--- config.mk ---
export PLATFORM = sky130hd
export DESIGN_NAME = vga_timing_gen
export DESIGN_NICKNAME = d
export VERILOG_FILES = /design/src/rtl/vga_timing_pkg.sv /design/src/rtl/vga_delay_line.sv /design/src/rtl/vga_timing_gen.sv
export SDC_FILE = /design/constraint.sdc
export NUM_CORES = 1
export LEC_CHECK = 0
export ABC_AREA = 1
export CORE_MARGIN = 2
export CORE_UTILIZATION = 53
export DETAILED_ROUTE_END_ITERATION = 12
export PLACE_DENSITY = 0.84
export REMOVE_ABC_BUFFERS = 1
export SETUP_SLACK_MARGIN = 0.5
export SYNTH_ARGS = -nofsm -noshare
export SYNTH_HDL_FRONTEND = slang
export SYNTH_SLANG_ARGS = --single-unit
--- constraint.sdc ---
create_clock -name clk -period 2.4 [get_ports clk]
set_input_delay 0.24 -clock clk [delete_from_list [all_inputs] [get_ports clk]]
set_output_delay 0.24 -clock clk [all_outputs]
set_load 0.01 [all_outputs]
--- src/rtl/vga_timing_pkg.sv ---
// Shared raster types, the standard VGA timing sets and helpers used by the timing generator.
package vga_timing_pkg;

  // Sync/valid bundle travelling through the fetch-latency delay line (raw, active-high).
  typedef struct packed {
    logic de;
    logic hs;
    logic vs;
    logic fs;
  } raster_t;

  function automatic int unsigned total(input int unsigned vis, input int unsigned fp,
                                        input int unsigned sync, input int unsigned bp);
    return vis + fp + sync + bp;
  endfunction

  // 800x600@60, 40.0 MHz pixel clock.
  localparam int unsigned SvgaHVis  = 800;
  localparam int unsigned SvgaHFp   = 40;
  localparam int unsigned SvgaHSync = 128;
  localparam int unsigned SvgaHBp   = 88;
  localparam int unsigned SvgaVVis  = 600;
  localparam int unsigned SvgaVFp   = 1;
  localparam int unsigned SvgaVSync = 4;
  localparam int unsigned SvgaVBp   = 23;

  // 640x480@60, 25.175 MHz pixel clock.
  localparam int unsigned VgaHVis  = 640;
  localparam int unsigned VgaHFp   = 16;
  localparam int unsigned VgaHSync = 96;
  localparam int unsigned VgaHBp   = 48;
  localparam int unsigned VgaVVis  = 480;
  localparam int unsigned VgaVFp   = 10;
  localparam int unsigned VgaVSync = 2;
  localparam int unsigned VgaVBp   = 33;

  // Counter widths sized for the larger of the two supported modes.
  localparam int unsigned HCntW = $clog2(total(SvgaHVis, SvgaHFp, SvgaHSync, SvgaHBp));
  localparam int unsigned VCntW = $clog2(total(SvgaVVis, SvgaVFp, SvgaVSync, SvgaVBp));

endpackage

--- src/rtl/vga_delay_line.sv ---
// Fixed-depth shift register with synchronous clear; aligns fetch-stage flags with pixel data.
module vga_delay_line #(
  parameter int unsigned Width = 4,
  parameter int unsigned Depth = 2
) (
  input  logic             clk_i,
  input  logic             clr_i,
  input  logic [Width-1:0] d_i,
  output logic [Width-1:0] q_o
);

  logic [Width-1:0] stage_q [Depth];

  always_ff @(posedge clk_i) begin
    if (clr_i) begin
      for (int unsigned i = 0; i < Depth; i++) stage_q[i] <= '0;
    end else begin
      stage_q[0] <= d_i;
      for (int unsigned i = 1; i < Depth; i++) stage_q[i] <= stage_q[i-1];
    end
  end

  assign q_o = stage_q[Depth-1];

endmodule

--- src/rtl/vga_timing_gen.sv ---
// VGA raster generator: H/V counters, framebuffer fetch requests, and sync/DE outputs aligned
// with pixel data returned LATENCY clocks after each request.
module vga_timing_gen
  import vga_timing_pkg::*;
#(
  parameter int unsigned H_VIS    = SvgaHVis,
  parameter int unsigned H_FP     = SvgaHFp,
  parameter int unsigned H_SYNC   = SvgaHSync,
  parameter int unsigned H_BP     = SvgaHBp,
  parameter int unsigned V_VIS    = SvgaVVis,
  parameter int unsigned V_FP     = SvgaVFp,
  parameter int unsigned V_SYNC   = SvgaVSync,
  parameter int unsigned V_BP     = SvgaVBp,
  parameter bit          SYNC_POL = 1'b1,
  parameter int unsigned LATENCY  = 2,
  parameter int unsigned RGB_W    = 8
) (
  input  logic             clk,
  input  logic             reset,
  input  logic             enable,
  output logic [HCntW-1:0] fetch_x,
  output logic [VCntW-1:0] fetch_y,
  output logic             fetch_valid,
  input  logic [RGB_W-1:0] rgb_in,
  output logic [RGB_W-1:0] rgb_out,
  output logic             hsync,
  output logic             vsync,
  output logic             de,
  output logic             frame_start
);

  localparam int unsigned HTotal = total(H_VIS, H_FP, H_SYNC, H_BP);
  localparam int unsigned VTotal = total(V_VIS, V_FP, V_SYNC, V_BP);

  localparam logic [HCntW-1:0] HLast      = HCntW'(HTotal - 1);
  localparam logic [HCntW-1:0] HVisEnd    = HCntW'(H_VIS);
  localparam logic [HCntW-1:0] HSyncStart = HCntW'(H_VIS + H_FP);
  localparam logic [HCntW-1:0] HSyncEnd   = HCntW'(H_VIS + H_FP + H_SYNC);
  localparam logic [VCntW-1:0] VLast      = VCntW'(VTotal - 1);
  localparam logic [VCntW-1:0] VVisEnd    = VCntW'(V_VIS);
  localparam logic [VCntW-1:0] VSyncStart = VCntW'(V_VIS + V_FP);
  localparam logic [VCntW-1:0] VSyncEnd   = VCntW'(V_VIS + V_FP + V_SYNC);

  // Losing PLL lock is treated exactly like reset.
  logic clr;
  assign clr = reset | ~enable;

  logic [HCntW-1:0] h_q, h_d;
  logic [VCntW-1:0] v_q, v_d;

  always_comb begin
    h_d = h_q + 1'b1;
    v_d = v_q;
    if (h_q == HLast) begin
      h_d = '0;
      v_d = (v_q == VLast) ? '0 : v_q + 1'b1;
    end
  end

  always_ff @(posedge clk) begin
    if (clr) begin
      h_q <= '0;
      v_q <= '0;
    end else begin
      h_q <= h_d;
      v_q <= v_d;
    end
  end

  raster_t raw, dly;

  always_comb begin
    raw.de = (h_q < HVisEnd) && (v_q < VVisEnd);
    raw.hs = (h_q >= HSyncStart) && (h_q < HSyncEnd);
    raw.vs = (v_q >= VSyncStart) && (v_q < VSyncEnd);
    raw.fs = (h_q == '0) && (v_q == '0);
  end

  assign fetch_x     = h_q;
  assign fetch_y     = v_q;
  assign fetch_valid = raw.de & ~clr;

  vga_delay_line #(
    .Width($bits(raster_t)),
    .Depth(LATENCY)
  ) u_delay (
    .clk_i(clk),
    .clr_i(clr),
    .d_i  (raw),
    .q_o  (dly)
  );

  logic [RGB_W-1:0] rgb_q;
  logic             hsync_q, vsync_q, de_q, fs_q;

  always_ff @(posedge clk) begin
    if (clr) begin
      rgb_q   <= '0;
      de_q    <= 1'b0;
      hsync_q <= ~SYNC_POL;
      vsync_q <= ~SYNC_POL;
      fs_q    <= 1'b0;
    end else begin
      rgb_q   <= dly.de ? rgb_in : '0;
      de_q    <= dly.de;
      hsync_q <= SYNC_POL ? dly.hs : ~dly.hs;
      vsync_q <= SYNC_POL ? dly.vs : ~dly.vs;
      fs_q    <= dly.fs;
    end
  end

  assign rgb_out     = rgb_q;
  assign de          = de_q;
  assign hsync       = hsync_q;
  assign vsync       = vsync_q;
  assign frame_start = fs_q;

endmodule

Word level (Yosys, flattened, before mapping)
Memories as Yosys holds them, arrays and structs flattened.
Cells that the tools add are included.

word-level totals
  output and inout port bits = 34
  bits in writable memories = 8
  memories kept = 1
  word-level logic and storage cells = 39
  bits in registers = 33

operators by class
  bitwise logic cells = 7
  eq/ne operators = 2
  $add $sub $neg = 2
  $lt $le $gt $ge = 6
  reductions and logical operators = 8
  muxes and demuxes = 6

memory list
  memory           depth  width  rd ports  clocked after Yosys merged registers in  wr ports  line                  text
  u_delay.stage_q  2      4      2         0                                        2         vga_delay_line.sv:12  logic [Width-1:0] stage_q [Depth];

operators with widths
  operator               count
  $lt 11x10->1 const B   2
  $lt 10x10->1 const B   2
  $add 11x1->11 const B  1
  $eq 11x11->1 const B   1
  $ge 11x10->1 const B   1
  $logic_not 11->1       1
  $add 10x1->10 const B  1
  $eq 10x10->1 const B   1
  $ge 10x10->1 const B   1
  $logic_not 10->1       1
  $mux 10                1
  $mux 4                 2
  $logic_and 1x1->1      4
  $reduce_or 2->1        2
  $mux 1                 3
  $not 1->1              3
  $or 1x1->1             3
  $and 1x1->1            1

Depth between registers and ports, before layout
Gate-level depths: netlist (run 1).

  depth in word-level cells = 5
  gate-level depth with buffers = 9

Hierarchy
A second synthesis (run 1) with hierarchy kept.

unflattened totals
  cells, all modules = 279
  area total of the unflattened synthesis = 2023.2 µm²

modules (own cells, without submodules)
  module          area an instance (µm²)  cells each  seq. area each (µm²)  instances
  vga_timing_gen  1761.7                  250         660.6                 1
  vga_delay_line  261.5                   29          160.2                 1

Worst setup path after synthesis (run 1)
No wires, ideal clock.

  path kind = reg-to-reg
  from = register h_q[0] (netlist: fetch_x[0])
  to = register v_q[4] (netlist: fetch_y[4])
  data arrival time = 1248 ps
  path buffers = 0
  slack = 1040 ps
  period minus slack after synthesis = 1360 ps
  data required time = 2288 ps
  library setup time = 112 ps
  stages on the path, launching flop included = 9
  cells stage by stage = dfxtp_1 -> ha_1 -> nand2_4 -> nor2_8 -> inv_2 -> nor2_4 -> nand4_1 -> nand2_1 -> nor2_1

on the way
  longest elaborated chain between the ends = 1

RTL lines
  what                      line                  text
  start: declaration        vga_timing_gen.sv:48  logic [HCntW-1:0] h_q, h_d;
  start signal: assignment  vga_timing_gen.sv:62  h_q <= '0;
  start signal: assignment  vga_timing_gen.sv:65  h_q <= h_d;
  $eq 11x11->1              vga_timing_gen.sv:54  if (h_q == HLast) begin
  end signal: assignment    vga_timing_gen.sv:66  v_q <= v_d;
  end: declaration          vga_timing_gen.sv:49  logic [VCntW-1:0] v_q, v_d;

Every way passes these cells.
A chain may end at the register's enable or synchronous reset.

Worst setup path after layout (run 1)
  from = register h_q[6] (netlist: fetch_x[6])
  to = output port fetch_x[6]

RTL lines
  what              line                  text
  end: declaration  vga_timing_gen.sv:21  output logic [HCntW-1:0] fetch_x,

No word-level cell between the ends.

==> summary.txt, run 1 <==
GRT
  • First-pass GRT wire length: 7.07 mm
  • Gr usage total: 0.221
  • Initial antenna violation count: 0
  • Vias in the first global route: 1601
  • Largest net degree at the start of global routing: 15
  • Global route overflow: 0

Power and ir drop
  • Psw: roughly 0.27 mW
  • VDD IR max: between 300 and 400 uV
  • Sequential power share: 0.573
  • LEAKAGE: 1.02 nW
  • Total Power: 1.20 mW
  • Combinational power share: 0.044
  • Int Power: 0.934 mW
  • P per Cell Area: 480 nW/um^2
  • Switching Fraction: 0.222
  • Clock network power share: 0.382

Drt
  • Iter 0 DRT Violations: between 60 and 70
  • # DRC: 0
  • Via density: between 4 and 5
  • First-pass DRT Iterations: 4
  • Via count: 1759
  • Detailed Route WL: 4.31 mm
  • ANT nets after route: 0
  • DR WL/cell: 12.2 um

Placement
  • Gpl congestion: 0.911
  • Area of placed instances: 2410 sq um
  • Post-DP HPWL: 3.00 mm
  • PortBufs: 44

Synthesis
  • Register area share after synthesis: 0.423
  • Synth area leaders: dfxtp_1 (42%), nand2_1 (8.9%), nor2_1 (8.7%)
  • Adder-cell share of the synthesized area: 0.0322
  • Synth Area in Simple Gates: 0.354
  • Synth warn: 0
  • Multiplexer share of the synthesized area: 0
  • Yosys top cell area share: 0.423
  • Compound-Gate Fraction of Synth Area: 0.0535
  • XOR/XNOR Fraction of Synth Area: 0.0316
  • Avg Inst Size Synth: 7.44 sq um
  • Mapped Area: approximately 1900 sq um
  • Main combinational cell family by area after synthesis: simple AND/OR/NAND/NOR gates
  • Mapped Cells: about 260
  • Biggest area consumer among synthesized cells: dfxtp_1
  • Synth unique cells: 30
  • Flops & latches, synth: 41

Finish
  • Layout cell share with drive strength beyond 1: 0.136
  • # fillers: 274
  • Layout area overhead: 28.8%
  • Inserted Diodes: 0
  • Cell area after layout: roughly 2500 sq um
  • Final nets: 323

Floorplanning
  • Initial Utilization: 0.568
  • Chip width: roughly 65 um
  • Core box area: 3420 sq um
  • Io pins: 45
  • Die Ht: between 60 and 70 um
  • Cell row count: 21
  • Die ar.: 4160 sq um

Timing
  • Tcrit/Tclk final: 0.743
  • Min cycle time layout: between 1.5 and 2 ns
  • Final Slew Violations: 0
  • Rel. slew slack: 0.688
  • Unrepaired setup endpoints after global routing: false
  • Max frequency: roughly 0.56 GHz
  • Final Setup Violations: 0
  • Worst clock skew: 0.00841 ns
  • Final hold violation count: 0
  • Actual slew at the worst max-slew pin: 0.464 ns
  • Setup TNS: 0 ns
  • Hold_ws: between 0.3 and 0.4 ns

Clock tree
  • CTS buffer count: 5
  • Root Buffer: clkbuf_4
  • CTS HTree Levels: 2
  • Sink Count: a little over 40
  • Clock latency at the later pin of the worst-skew pair: 0.36 ns
  • CTS tree: done
  • Deepest clock path buffer count: 2
  • CTS clk-pin slew, worst paths: between 0.1 and 0.15 ns

Setup path
  • Worst path bufs/invs: 1
  • Slowest stage delay, CP: 0.62 ns
  • CP arrival: 1.54 ns
  • Cell family with most CP delay: buffers and inverters
  • Critical path class: reg2out
  • CP Launch Type: register
  • Max Fanout on Critical Path: 10
  • Critical Path Slowest Stage Cell: clkdlybuf4s50_1
  • Crit. End Element: output pin
  • Worst path cell trace: clkdlybuf4s50_1
  • Worst EP required: roughly 2.2 ns

Run
  • Max-Cap Viols: 0

Outcome
  • Run status: completed

Worst hold path
  • Path category of the worst min-delay check: in2reg
[synthesized netlist by cell type (all sizes together)]
cell type	number
a21oi	7
a31oi	1
buf	5
clkbuf	1
dfxtp	41
ha	5
inv	44
nand2	51
nand3	19
nand4	6
nor2	54
nor3	8
nor3b	1
nor4	2
o211ai	1
o21ai	5
o21bai	3
xnor2	2
xor2	5
[layer usage]
layer | vias up | track usage | share of wire
met5 | - | 0 | 0
met4 | 0 | 0.101 | 0.020
met3 | 10 | 0.0694 | 0.056
met2 | 49 | 0.366 | 0.48
met1 | 800 | 0.262 | 0.44
li1 | 900 | - | -
[cells by family (layout without fill, tap and decap cells)]
| family | after synthesis | in the layout |
|---|---|---|
| compound gates | 17 | 17 |
| buf+inv | 50 | 97 |
| fa+ha+maj | 5 | 5 |
| flops | 41 | 41 |
| xor+xnor | 7 | 7 |
| simple gates | 141 | 141 |
[registers in the layout (all words and copies together) (netlist names)]
name / flops
vsync: 1
de: 1
fetch_x: 11
fetch_y: 10
u_delay.stage_q: 8
hsync: 1
frame_start: 1
rgb_out: 8
[repair_timing]
item                                    4_1_cts  5_1_grt
endpoints found under the setup margin        1        1
setup buffers                                 0        0
gates resized for setup                      10        3
gates cloned                                  0        0
hold buffers                                  0        0
[layout make-up]
class	count	area, sq um	area share
repair buffers	45	443	0.177
inverters	44	165	0.0661
clock buffers	5	37.5	0.0150
clock inverters	3	46.3	0.0185
flip-flops and latches	41	831	0.332
well taps	46	57.6	0.0230
multi-input cells	170	920	0.368
[final timing paths]
check | from | end | cells past startpoint | slack [ns]
max reg2reg | fetch_x[0] | fetch_y[4] | 8 | 0.74
max | fetch_x[6] | fetch_x[6] | 1 | 0.62
min | rgb_in[6] | rgb_out[6] | 3 | 0.38
min reg2reg | u_delay.stage_q[0][5] | vsync | 2 | 0.42
[cells in the final DEF (no fill, tap or decap), drive strengths merged]
cell	Yosys	routed
nand3	19	19
o211ai	1	1
nand2	51	51
o21bai	3	3
xnor2	2	2
nor2	54	54
buf	5	1
nor4	2	2
ha	5	5
bufinv	0	1
inv	44	44
xor2	5	5
dfxtp	41	41
nor3	8	8
o21ai	5	5
nand4	6	6
a31oi	1	1
clkbuf	1	6
a21oi	7	7
clkinv	0	1
nor3b	1	1
clkinvlp	0	1
clkdlybuf4s50	0	43
[power by group through the flow]
stage | Sequential [mW] | Clock [mW] | Combinational, mW
2_1_floorplan | 0.705 | 0 | 0.0220
3_3_place_gp | 0.704 | 0 | 0.0526
3_5_place_dp | 0.704 | 0 | 0.0539
4_1_cts | 0.689 | 0.469 | 0.0538
5_1_grt | 0.690 | 0.501 | 0.0597
6_report | 0.689 | 0.459 | 0.0534
[stage by stage]
| step | setup WS, ns | utilization | cells |
|---|---|---|---|
| after floorplan | 0.938 | - | 255 |
| after detailed placement | 0.354 | 0.704 | 346 |
| after global routing | 0.510 | 0.732 | 354 |
| after CTS | 0.502 | 0.732 | 354 |
| final | 0.617 | 0.732 | 354 |
| after global placement | 0.371 | 0.704 | 346 |
Note: power is estimated with default switching activity, not from simulation.
==> inputs of run 2 (changes only) <==
- CORE_UTILIZATION: 53 -> 49
- PLACE_DENSITY: 0.84 -> 0.79
- clock period: 2.4 -> 1.8 ns (I/O delays scaled with it)
==> summary.txt, run 2 (synthesis results as in run 1) <==
Finish
  • Final nets: ~350
  • Final core utilization: 0.768
  • Most frequent cells in the layout: nor2_1 (43), inv_1 (40), nand2_1 (39)
  • Commonest non-fill, non-tap cell in the layout: nor2_1
  • Layout cell share with drive strength beyond 1: 0.286
  • Cell area after layout: approximately 2900 sq um
  • Max reg flops: 11
  • Layout area overhead: 48.2%
  • Inserted Diodes: 0

Placement
  • Gpl congestion: 0.928
  • PortBufs: 44
  • Area of placed instances: 2520 sq um
  • Post-DP HPWL: 3.34 mm

Setup path
  • Reg2reg start: fetch_x[10]
  • Worst path cell trace: inv_1 > nand2_2 > inv_1 > o21ai_2 > nor3_4 > buf_2
  • Max Fanout on Critical Path: 2
  • Crit. End Element: output pin
  • Crit path capture: fetch_valid
  • Critical path class: reg2out
  • Worst EP required: 1.62 ns
  • Critical Path Slowest Stage Cell: dfxtp_2
  • Critical Path Most Common Cell: inv_1
  • Worst r2r path cells: 7
  • Setup crit start: fetch_y[7]
  • CP arrival: about 1.3 ns
  • Slowest stage delay, CP: about 0.32 ns
  • Reg2reg end: fetch_x[2]
  • CP Launch Type: register
  • Reg2Reg Setup Slack: 0.47 ns

GRT
  • Gr usage total: 0.224
  • Initial antenna violation count: 0
  • Global route overflow: 0
  • Largest net degree at the start of global routing: 16
  • First-pass GRT wire length: 7.69 mm
  • Vias in the first global route: 1840

Timing
  • Worst clock skew: roughly 0.0065 ns
  • Final hold violation count: 0
  • Unrepaired setup endpoints after global routing: true
  • Tcrit/Tclk final: 0.844
  • Rel. slew slack: 0.755
  • Min cycle time layout: around 1.5 ns
  • Max frequency: 0.658 GHz
  • Final Setup Violations: 0
  • Actual slew at the worst max-slew pin: 0.365 ns
  • Final Slew Violations: 0

Power and ir drop
  • Int Power: 1.23 mW
  • LEAKAGE: 1.37 nW
  • Sequential power share: 0.558
  • Combinational power share: 0.054
  • Clock network power share: 0.388
  • Psw: 0.396 mW
  • P per Cell Area: 565 nW/um^2
  • Total Power: 1.63 mW
  • Switching Fraction: 0.243
  • VDD IR max: 537 uV

Drt
  • Iter 0 DRT Violations: 147
  • DR WL/cell: 13.8 um
  • # DRC: 0
  • ANT nets after route: 0
  • First-pass DRT Iterations: 4
  • Detailed Route WL: ~5.3 mm
  • Via density: 5.11
  • Via count: 1961

Floorplanning
  • Initial Utilization: 0.518
  • Die ar.: 4480 sq um
  • Chip width: 66.9 um
  • Die Ht: 66.9 um
  • Cell row count: 22
  • Io pins: 45
  • Core box area: 3740 sq um

Clock tree
  • Deepest clock path buffer count: 2
  • Root Buffer: clkbuf_8
  • CTS clk-pin slew, worst paths: approximately 0.090 ns
  • CTS HTree Levels: 2
  • CTS buffer count: 5
  • CTS tree: done
  • Sink Count: 41
  • Clock latency at the later pin of the worst-skew pair: 0.30 ns

Run
  • Max-Cap Viols: 0

Outcome
  • Run status: completed

Worst hold path
  • Path category of the worst min-delay check: in2reg
run 2: changes by cell type in the layout (fill, tap and decap cells not counted), sizes merged:
cell	delta
buf	+29
bufinv	-1
clkbuf	-1
clkdlybuf4s15	+1
clkdlybuf4s50	-33
clkinv	-1
dlygate4sd2	+32
inv	+2
run 2: per-layer routing:
| metal | global-route usage | vias to the layer above | part of all wire |
|---|---|---|---|
| met1 | 0.265 | 917 | 0.41 |
| li1 | - | 950 | - |
| met4 | 0.0816 | 0 | 0.028 |
| met2 | 0.386 | 77 | 0.49 |
| met3 | 0.0591 | 17 | 0.069 |
| met5 | 0 | - | 0 |
run 2: stage by stage:
step / cells / worst slack, ns / hold slack, ns / TNS, ns
2_1_floorplan: 255 / 0.338 / 0.292 / 0
3_3_place_gp: 363 / -0.110 / 0.395 / -0.110
3_5_place_dp: 363 / -0.140 / 0.397 / -0.140
4_1_cts: 381 / 0.260 / 0.390 / 0
5_1_grt: 384 / 0.220 / 0.408 / 0
6_report: 384 / 0.281 / 0.395 / 0
run 2: power groups by stage:
| stage | Sequential [mW] | Combinational (mW) | Clock (mW) |
|---|---|---|---|
| floorplan | 0.940 | 0.0294 | 0 |
| global placement | 0.938 | 0.0748 | 0 |
| detailed placement | 0.939 | 0.0756 | 0 |
| CTS | 0.911 | 0.0813 | 0.642 |
| global route | 0.907 | 0.0969 | 0.681 |
| finish | 0.907 | 0.0880 | 0.631 |
run 2: area by class of cell:
cell class,instances,area [sq um]
inverters,44,170
clock buffers,5,68.8
clock inverters,3,25.0
well taps,48,60.1
fillers,284,868
multi-input cells,170,1030
flip-flops and latches,41,863
repair buffers,73,656
run 2: worst min-delay path by stage:
stage / from / endpoint / slack, ns / depth (start not counted)
floorplan: rgb_in[0] / rgb_out[0] / 0.29 / 2
global placement: u_delay.stage_q[0][3] / u_delay.stage_q[0][7] / 0.39 / 2
detailed placement: u_delay.stage_q[0][0] / u_delay.stage_q[0][4] / 0.40 / 2
CTS: rgb_in[0] / rgb_out[0] / 0.39 / 3
global route: rgb_in[3] / rgb_out[3] / 0.41 / 3
finish: rgb_in[0] / rgb_out[0] / 0.40 / 3
run 2: repair_timing:
item	4_1_cts	5_1_grt
hold endpoints to repair	0	0
pin swaps	11	17
setup endpoints to repair	55	26
gates resized for setup	72	36
hold buffers	0	0
cloned	1	0
buffers inserted	9	3
run 2: worst max-delay path, delay by kind of cell (launching register included):
family          cells  cell delay, ns
buf+inv             3            0.35
flops               1            0.32
simple gates        2            0.28
compound gates      1            0.09
==> inputs of run 3 (changes only) <==
- CORE_UTILIZATION: 49 -> 45
- PLACE_DENSITY: 0.79 -> 0.76
- clock period: 1.8 -> 1.3 ns (I/O delays scaled with it)
==> summary.txt, run 3 (synthesis results as in run 1) <==
Placement
  • Placed Cells: ~400
  • Gpl congestion: 0.879
  • PortBufs: 44
  • Post-Place Setup Slack: -0.418 ns
  • Post-DP HPWL: 3.66 mm

Finish
  • Layout area overhead: 89.7%
  • Post-route insts no fill: 436
  • # fillers: 140
  • Commonest non-fill, non-tap cell in the layout: buf_6
  • Max reg flops: 11
  • Most frequent cells in the layout: buf_6 (72), nand2_1 (36), inv_1 (34)
  • Final nets: 402
  • Layout cell share with drive strength beyond 1: 0.580
  • Inserted Diodes: 0

GRT
  • Largest net degree at the start of global routing: 13
  • Gr usage total: 0.283
  • Global route overflow: 0
  • Vias in the first global route: roughly 2300
  • Initial antenna violation count: 0
  • First-pass GRT wire length: 10.9 mm

Power and ir drop
  • P per Cell Area: 675 nW/um^2
  • Clock network power share: 0.410
  • LEAKAGE: around 1.6 nW
  • Switching Fraction: 0.232
  • Int Power: 1.91 mW
  • Psw: 0.575 mW
  • Combinational power share: 0.083
  • VDD IR max: 434 uV
  • Sequential power share: 0.507

Drt
  • ANT nets after route: 0
  • # DRC: 0
  • Via count: 2605
  • DR WL/cell: 23.2 um
  • Detailed Route WL: 10.1 mm
  • Iter 0 DRT Violations: 361
  • First-pass DRT Iterations: 5
  • Via density: 5.97

Setup path
  • Worst r2r path cells: 8
  • Reg2Reg Setup Slack: -0.38 ns
  • Worst EP required: 1.51 ns
  • CP Launch Type: register
  • Reg2reg start: fetch_x[7]
  • Max Fanout on Critical Path: 6
  • Critical path class: reg2reg
  • Crit. End Element: register
  • CP arrival: 1.89 ns
  • Reg2reg end: fetch_y[9]

Run
  • Max-Cap Viols: 0

Clock tree
  • Root Buffer: clkbuf_8
  • CTS HTree Levels: 2
  • Deepest clock path buffer count: 2
  • CTS buffer count: 5
  • Sink Count: between 40 and 50
  • Clock latency at the later pin of the worst-skew pair: 0.30 ns
  • CTS tree: done
  • CTS clk-pin slew, worst paths: 0.08 ns

Timing
  • Rel. slew slack: 0.775
  • Tcrit/Tclk final: 1.29
  • Final Slew Violations: 0
  • Min cycle time layout: 1.68 ns
  • Setup WS post-layout: -0.382 ns
  • Unrepaired setup endpoints after global routing: true
  • Max frequency: 0.595 GHz
  • Worst clock skew: 0.00926 ns
  • Final hold violation count: 0
  • Final Setup Violations: 25
  • Actual slew at the worst max-slew pin: 0.337 ns

Worst hold path
  • Min-delay src: rgb_in[6]
  • Path category of the worst min-delay check: in2reg
  • Worst Hold End: rgb_out[6]
  • Hold Crit Depth: 3

Floorplanning
  • Initial Utilization: 0.475
  • Die ar.: 4850 sq um
  • Chip width: 69.7 um
  • Io pins: 45
  • Cell row count: 23
  • Die Ht: 69.7 um
  • Core box area: roughly 4100 sq um

Outcome
  • Run status: finished with violations
  • Violated checks: setup timing
-- run 3: timing repair --
item | in CTS | in global routing
pin swaps | 14 | 33
gates resized for setup | 254 | 85
buffers inserted | 20 | 18
hold buffers | 0 | 0
endpoints found under the setup margin | 75 | 66
gates cloned | 1 | 0
-- run 3: critical path, stage by stage (launching register included) --
cell      delay, ns
dfxtp_4        0.37
buf_6          0.14
nor2_4         0.12
nand2_4        0.07
nor2_4         0.13
nand2_4        0.12
o21bai_1       0.28
nand2_1        0.16
nor2_1         0.19
-- run 3: power groups by stage --
stage               logic [mW]  clock network [mW]  registers, mW
finish                   0.207                1.02           1.26
global route             0.212                1.06           1.26
CTS                      0.148               0.992           1.27
detailed placement       0.120                   0           1.30
global placement         0.118                   0           1.30
floorplan               0.0407                   0           1.30
-- run 3: final cells by class --
class / instances / area [sq um] / share of cell area
inverters: 44 / 175 / 0.0476
repair buffers: 123 / 1220 / 0.331
flip-flops and latches: 41 / 871 / 0.236
clock inverters: 2 / 35.0 / 0.00951
well taps: 50 / 62.6 / 0.0170
clock buffers: 5 / 68.8 / 0.0187
multi-input cells: 171 / 1250 / 0.340
-- run 3: worst max path at each step --
stage | startpoint | end | cells past startpoint
CTS | fetch_y[4] | fetch_valid | 6
detailed placement | enable | fetch_valid | 6
global route | fetch_x[7] | fetch_y[9] | 8
floorplan | fetch_x[0] | fetch_y[0] | 8
finish | fetch_x[7] | fetch_y[9] | 8
global placement | enable | fetch_valid | 6
-- run 3: per-stage QoR --
step	hold WS [ns]	TNS [ns]	area (sq um)	util	total power, mW
2_1_floorplan	0.242	-1.11	1900	-	1.34
4_1_cts	0.359	-0.197	3230	0.791	2.40
3_3_place_gp	0.394	-0.934	2710	0.664	1.42
5_1_grt	0.397	-4.03	3680	0.901	2.53
3_5_place_dp	0.400	-1.40	2710	0.664	1.42
6_report	0.385	-3.53	3680	0.901	2.48
-- run 3: layer usage --
metal | vias up | wire [um] | global-route usage
met2 | 277 | 4760 | 0.512
met5 | - | 0 | 0
li1 | 1061 | - | -
met3 | 96 | 1120 | 0.0596
met1 | 1171 | 3360 | 0.314
met4 | 0 | 866 | 0.135
